==> src/rtl/plic_lite_m_if.sv <==
// Register-port bundle for plic_lite_m: single-cycle request, ack one cycle later.
interface plic_lite_m_if;
    logic        req;
    logic        wen;
    logic [7:0]  addr;
    logic [31:0] wdata;
    logic [31:0] rdata;
    logic        ack;

    modport master (output req, wen, addr, wdata, input  rdata, ack);
    modport slave  (input  req, wen, addr, wdata, output rdata, ack);
endinterface

==> src/rtl/plic_lite_m.sv <==
// Machine-mode PLIC: level gateways, priority/threshold arbitration, claim/complete
// register port, feeding the external-interrupt inputs of the priv block.
module plic_lite_m #(
    parameter int NUM_SRC = 8,
    parameter int PRIO_W  = 3
) (
    input  logic               CLK,
    input  logic               RST,
    input  logic [NUM_SRC-1:0] irq_src,
    plic_lite_m_if.slave       bus,
    output logic               plic_ext_int_m,
    output logic               plic_clear_ext_int_m
);
    logic [NUM_SRC-1:0]             sync1_q, sync2_q;
    logic [NUM_SRC-1:0]             pending_q, pending_d, inflight_q, inflight_d;
    logic [NUM_SRC-1:0]             enable_q, elig, best_oh, claim_oh, cmpl_oh;
    logic [NUM_SRC-1:0][PRIO_W-1:0] prio_q;
    logic [PRIO_W-1:0]              thresh_q, best_prio;
    logic [4:0]                     best_id;
    logic [1:0]                     vld_pipe_q;
    logic [31:0]                    rd_val, data1_q, rdata_q;
    logic                           ext_q, ext_d, clr_q, clr_d;
    logic                           acc, claim, complete;
    logic [5:0]                     widx;
    logic                           unused_addr;

    assign unused_addr = ^bus.addr[1:0];
    assign widx        = bus.addr[7:2];
    // One access in flight: requests during the ack pipeline are dropped.
    assign acc         = bus.req & ~vld_pipe_q[0] & ~vld_pipe_q[1];
    assign claim       = acc & ~bus.wen & (widx == 6'd35);
    assign complete    = acc &  bus.wen & (widx == 6'd35);

    for (genvar i = 0; i < NUM_SRC; i++) begin : g_src
        assign elig[i]    = pending_q[i] & enable_q[i] & (prio_q[i] > thresh_q);
        assign best_oh[i] = (best_id == 5'(i + 1));
        assign cmpl_oh[i] = complete & (bus.wdata == 32'(i + 1));
    end

    // Strict '>' keeps the lowest id on priority ties.
    always_comb begin
        best_id   = '0;
        best_prio = '0;
        for (int i = 0; i < NUM_SRC; i++) begin
            if (elig[i] && (best_id == 5'd0 || prio_q[i] > best_prio)) begin
                best_id   = 5'(i + 1);
                best_prio = prio_q[i];
            end
        end
    end

    assign claim_oh   = claim ? best_oh : '0;
    // Claim clear wins over the gateway set in the same cycle.
    assign pending_d  = (pending_q | (sync2_q & ~inflight_q)) & ~claim_oh;
    assign inflight_d = (inflight_q & ~cmpl_oh) | claim_oh;
    assign ext_d      = |(elig & ~claim_oh);
    assign clr_d      = (|claim_oh) & ~ext_d;

    always_comb begin
        rd_val = '0;
        for (int i = 0; i < NUM_SRC; i++)
            if (widx == 6'(i + 1)) rd_val = 32'(prio_q[i]);
        case (widx)
            6'd32:   rd_val = 32'({pending_q, 1'b0});
            6'd33:   rd_val = 32'({enable_q, 1'b0});
            6'd34:   rd_val = 32'(thresh_q);
            6'd35:   rd_val = 32'(best_id);
            default: ;
        endcase
    end

    always_ff @(posedge CLK) begin
        if (RST) begin
            sync1_q    <= '0;
            sync2_q    <= '0;
            pending_q  <= '0;
            inflight_q <= '0;
            enable_q   <= '0;
            prio_q     <= '0;
            thresh_q   <= '0;
            ext_q      <= 1'b0;
            clr_q      <= 1'b0;
            vld_pipe_q <= '0;
            data1_q    <= '0;
            rdata_q    <= '0;
        end else begin
            sync1_q    <= irq_src;
            sync2_q    <= sync1_q;
            pending_q  <= pending_d;
            inflight_q <= inflight_d;
            ext_q      <= ext_d;
            clr_q      <= clr_d;
            vld_pipe_q <= {vld_pipe_q[0], acc};
            data1_q    <= (acc & ~bus.wen) ? rd_val : '0;
            rdata_q    <= vld_pipe_q[0] ? data1_q : '0;
            if (acc && bus.wen) begin
                for (int i = 0; i < NUM_SRC; i++)
                    if (widx == 6'(i + 1)) prio_q[i] <= bus.wdata[PRIO_W-1:0];
                if (widx == 6'd33) enable_q <= bus.wdata[NUM_SRC:1];
                if (widx == 6'd34) thresh_q <= bus.wdata[PRIO_W-1:0];
            end
        end
    end

    assign bus.ack              = vld_pipe_q[1];
    assign bus.rdata            = rdata_q;
    assign plic_ext_int_m       = ext_q;
    assign plic_clear_ext_int_m = clr_q;
endmodule

==> src/flat_wrapper.sv <==
// flat-port wrapper written by rule: the top's interface ports become plain ports
module plic_lite_m_flat 
#(
    parameter int NUM_SRC = 8,
    parameter int PRIO_W  = 3
)
  (CLK, RST, irq_src, plic_ext_int_m, plic_clear_ext_int_m, bus_req, bus_wen, bus_addr, bus_wdata, bus_rdata, bus_ack);
  plic_lite_m_if bus_i ();
  input  logic CLK;
  input  logic RST;
  input  logic [NUM_SRC-1:0] irq_src;
  output logic plic_ext_int_m;
  output logic plic_clear_ext_int_m;
  input wire logic [$bits(bus_i.req)-1:0] bus_req;
  input wire logic [$bits(bus_i.wen)-1:0] bus_wen;
  input wire logic [$bits(bus_i.addr)-1:0] bus_addr;
  input wire logic [$bits(bus_i.wdata)-1:0] bus_wdata;
  output wire logic [$bits(bus_i.rdata)-1:0] bus_rdata;
  output wire logic [$bits(bus_i.ack)-1:0] bus_ack;
  assign bus_i.req = bus_req;
  assign bus_i.wen = bus_wen;
  assign bus_i.addr = bus_addr;
  assign bus_i.wdata = bus_wdata;
  assign bus_rdata = bus_i.rdata;
  assign bus_ack = bus_i.ack;
  plic_lite_m #(.NUM_SRC(NUM_SRC), .PRIO_W(PRIO_W)) u_core (.CLK(CLK), .RST(RST), .irq_src(irq_src), .bus(bus_i), .plic_ext_int_m(plic_ext_int_m), .plic_clear_ext_int_m(plic_clear_ext_int_m));
endmodule
==> config.mk <==
export PLATFORM = sky130hd
export DESIGN_NAME = plic_lite_m_flat
export DESIGN_NICKNAME = d
export VERILOG_FILES = /design/src/rtl/plic_lite_m_if.sv /design/src/rtl/plic_lite_m.sv /design/src/flat_wrapper.sv
export SDC_FILE = /design/constraint.sdc
export NUM_CORES = 1
export LEC_CHECK = 0
export CAP_MARGIN = 0
export CORE_MARGIN = 2
export CORE_UTILIZATION = 54
export CTS_CLUSTER_SIZE = 16
export DETAILED_ROUTE_END_ITERATION = 8
export GPL_ROUTABILITY_DRIVEN = 0
export PLACE_DENSITY = 0.85
export SLEW_MARGIN = 20
export SYNTH_ARGS = -nofsm -noshare
export SYNTH_HDL_FRONTEND = slang
export SYNTH_SLANG_ARGS = --single-unit
==> constraint.sdc <==
create_clock -name CLK -period 14.2 [get_ports CLK]
set_input_delay 1.42 -clock CLK [delete_from_list [all_inputs] [get_ports CLK]]
set_output_delay 1.42 -clock CLK [all_outputs]
set_load 0.02 [all_outputs]
==> impl_metrics.env <==
export IMPL_route_vias_total=5157
export IMPL_synth_avg_cell_area_um2=8.33
export IMPL_setup_tns_ns=0
export IMPL_synth_seq_area_share=0.331
export IMPL_drtAntennaViolNets=0
export IMPL_clk_insertion_delay_late_ns=0.37
export IMPL_pre_cts_ws_ns=1.56
export IMPL_cp_max_fo=9
export IMPL_post_drt_wl_per_cell_um=17.8
export IMPL_cts_buffers=9
export IMPL_fin_area_mm2=0.00622
export IMPL_synth_seq_cells=89
export IMPL_track_usage=0.275
export IMPL_drtIter0Drc=627
export IMPL_setup_viol=0
export IMPL_synth_warning_count=0
export IMPL_crit_top_cell="ha_1"
export IMPL_layout_commonest_cell="dfxtp_1"
export IMPL_fmax_mhz=75.9
export IMPL_n_antenna_cell=0
export IMPL_final_cell_mix="dfxtp_1, nor2_1, clkdlybuf4s50_1"
export IMPL_hold_class="flip-flop to flip-flop"
export IMPL_dpl_hpwl_mm=11.1
export IMPL_antenna_found_initial=0
export IMPL_cts_setup_buffers=0
export IMPL_dr_pass1_iters=5
export IMPL_syn_area_mm2=0.00538
export IMPL_core_area_mm2=0.00973
export IMPL_final_hold_viol_count=0
export IMPL_drv_cap=0
export IMPL_drt_wl_total_mm=14.9
export IMPL_crit_type="flip-flop to flip-flop"
export IMPL_nets=794
export IMPL_drv_slew=0
export IMPL_peakVddDrop_v=0.0000709
export IMPL_synth_edf_count=0
export IMPL_drcViolationCount=0
export IMPL_tightest_slew_ns=0.945
export IMPL_synth_ff_type="dfxtp_1"
export IMPL_relSlewSlack=0.369
export IMPL_clock_skew_ns=0.0145
export IMPL_synth_cell_type_count=69
export IMPL_rows=36
export IMPL_layout_drive_gt1_share=0.0653
export IMPL_die_h_um=104
export IMPL_run_status="finished, final reports clean"
export IMPL_synthCells=646
export IMPL_critPathArrivalTime_ns=13.47
export IMPL_fin_ws_ns=1.03
export IMPL_crit_path_end_kind="flip-flop"
export IMPL_place_port_buffers=61
export IMPL_grt_start_max_net_pins=66
export IMPL_h_tree_depth=3
export IMPL_viasPerCell=6.16
export IMPL_rsz0062_at_grt="no"
export IMPL_io_pins=87
export IMPL_cts_tree="yes"
export IMPL_fillers=848
export IMPL_clock_path_buffers=2
export IMPL_finalCriticalPeriod_ns=13.17
export IMPL_cts_resized=0
export IMPL_cts_root_buf="clkbuf_8"
export IMPL_slowest_stage="o21ai_1"
export IMPL_p_per_area_mw_per_mm2=78.1
export IMPL_dpl_cell_area_mm2=0.00600
export IMPL_start_kind="flip-flop"
export IMPL_min_period_over_period=0.928
export IMPL_clk_pin_slew_worst_paths_ns=0.11
export IMPL_overflow=0
export IMPL_grt_pass1_vias=4952
export IMPL_cts_sinks=89
export IMPL_dieArea_mm2=0.0108
export IMPL_hold_buffers=0
export IMPL_grt_pass1_wl_mm=24.1
export IMPL_p_leak_uw=0.00237
export IMPL_critPathMaxStageDelay_ns=0.51
export IMPL_initial_core_util=0.553
export IMPL_crit_required_ns=14.50
export IMPL_die_w_um=104
export IMPL_async_flop_share=0
export IMPL_syn_to_final_growth_pct=15.7
-- stage by stage --
stage / total power (uW) / hold WS [ns] / util / instances
6_report: 486 / 0.424 / 0.640 / 837
5_1_grt: 504 / 0.449 / 0.640 / 837
4_1_cts: 488 / 0.430 / 0.640 / 837
3_5_place_dp: 302 / 0.412 / 0.617 / 821
3_3_place_gp: 301 / 0.407 / 0.617 / 821
2_1_floorplan: 286 / 0.406 / - / 668
-- layer usage --
layer / up-vias / part of all wire / track usage
li1: 2398 / - / -
met1: 2418 / 0.40 / 0.342
met2: 284 / 0.46 / 0.460
met3: 57 / 0.10 / 0.0736
met4: 0 / 0.032 / 0.0956
met5: - / 0 / 0
-- power breakdown --
part | internal, uW | leakage (uW) | switching [uW]
registers | 253 | 0.000722 | 2.30
clock network | 86.8 | 0.000111 | 101
logic | 18.1 | 0.00154 | 24.1
total | 358 | 0.00237 | 128
-- state kept, by name, indices dropped and copies added (netlist names) --
name / count
u_core.bus.rdata: 9
u_core.data1_q: 9
u_core.enable_q: 8
u_core.inflight_q: 8
u_core.pending_q: 8
u_core.plic_clear_ext_int_m: 1
u_core.plic_ext_int_m: 1
u_core.prio_q: 24
u_core.sync1_q: 8
u_core.sync2_q: 8
u_core.thresh_q: 3
u_core.vld_pipe_q: 2
-- cells by family (layout without fill, tap and decap cells) --
family / Yosys count / after routing / share of synthesized area
AO/OA/AOI/OAI: 153 / 153 / 0.191
adder cells (fa/ha/maj): 43 / 43 / 0.100
buffers and inverters: 69 / 105 / 0.0656
flip-flops: 89 / 89 / 0.331
multiplexers: 36 / 36 / 0.0693
other: 1 / 23 / 0.000697
AND/OR/NAND/NOR: 255 / 255 / 0.242
-- worst paths after layout --
| check | from | endpoint | slack [ns] | depth (start not counted) |
|---|---|---|---|---|
| worst max-delay path | u_core.thresh_q[1] | u_core.plic_clear_ext_int_m | 1.03 | 58 |
| worst min-delay path | u_core.data1_q[4] | u_core.bus.rdata[4] | 0.42 | 1 |
| worst max register to register | u_core.thresh_q[1] | u_core.plic_clear_ext_int_m | 1.03 | 58 |
| worst min register to register | u_core.data1_q[4] | u_core.bus.rdata[4] | 0.42 | 1 |
-- synthesized netlist by cell type, drive strengths merged (4+ instances only) --
cell     n  area [um2]
and2    15        93.8
mux2i   26         260
o21ai   34         174
nand2b   7        43.8
or4      4        30.0
o21a     7        52.6
nor2b   39         246
ha      43         538
o211a    4        40.0
clkbuf  18        67.6
inv     25        93.8
dfxtp   89        1780
buf     26         191
nand2   54         210
nand3   30         150
nor2    64         240
nor4    13        93.8
a21oi   49         249
or3      5        31.3
mux2    10         113
a22oi    7        52.6
a32oi    4        35.0
a31oi    9        71.3
nor3    10        50.1
-- area by class of cell --
cell class | instances | area (um2) | area share
repair buffers | 64 | 628 | 0.101
inverters | 25 | 93.8 | 0.0151
well taps | 133 | 166 | 0.0267
clock buffers | 9 | 124 | 0.0199
multi-input cells | 510 | 3330 | 0.536
flip-flops and latches | 89 | 1780 | 0.286
clock inverters | 7 | 95.1 | 0.0153
-- worst max-delay path, delay by kind of cell, from the launching register on --
| kind | cells | cell delay (ns) |
|---|---|---|
| AOI/OAI and AO/OA | 27 | 5.52 |
| and+or+nand+nor | 17 | 3.28 |
| adders and majority gates | 8 | 2.32 |
| muxes | 3 | 1.25 |
| DFF | 1 | 0.37 |
| buffers and inverters | 3 | 0.36 |
Power figures use the tool's default switching activity.
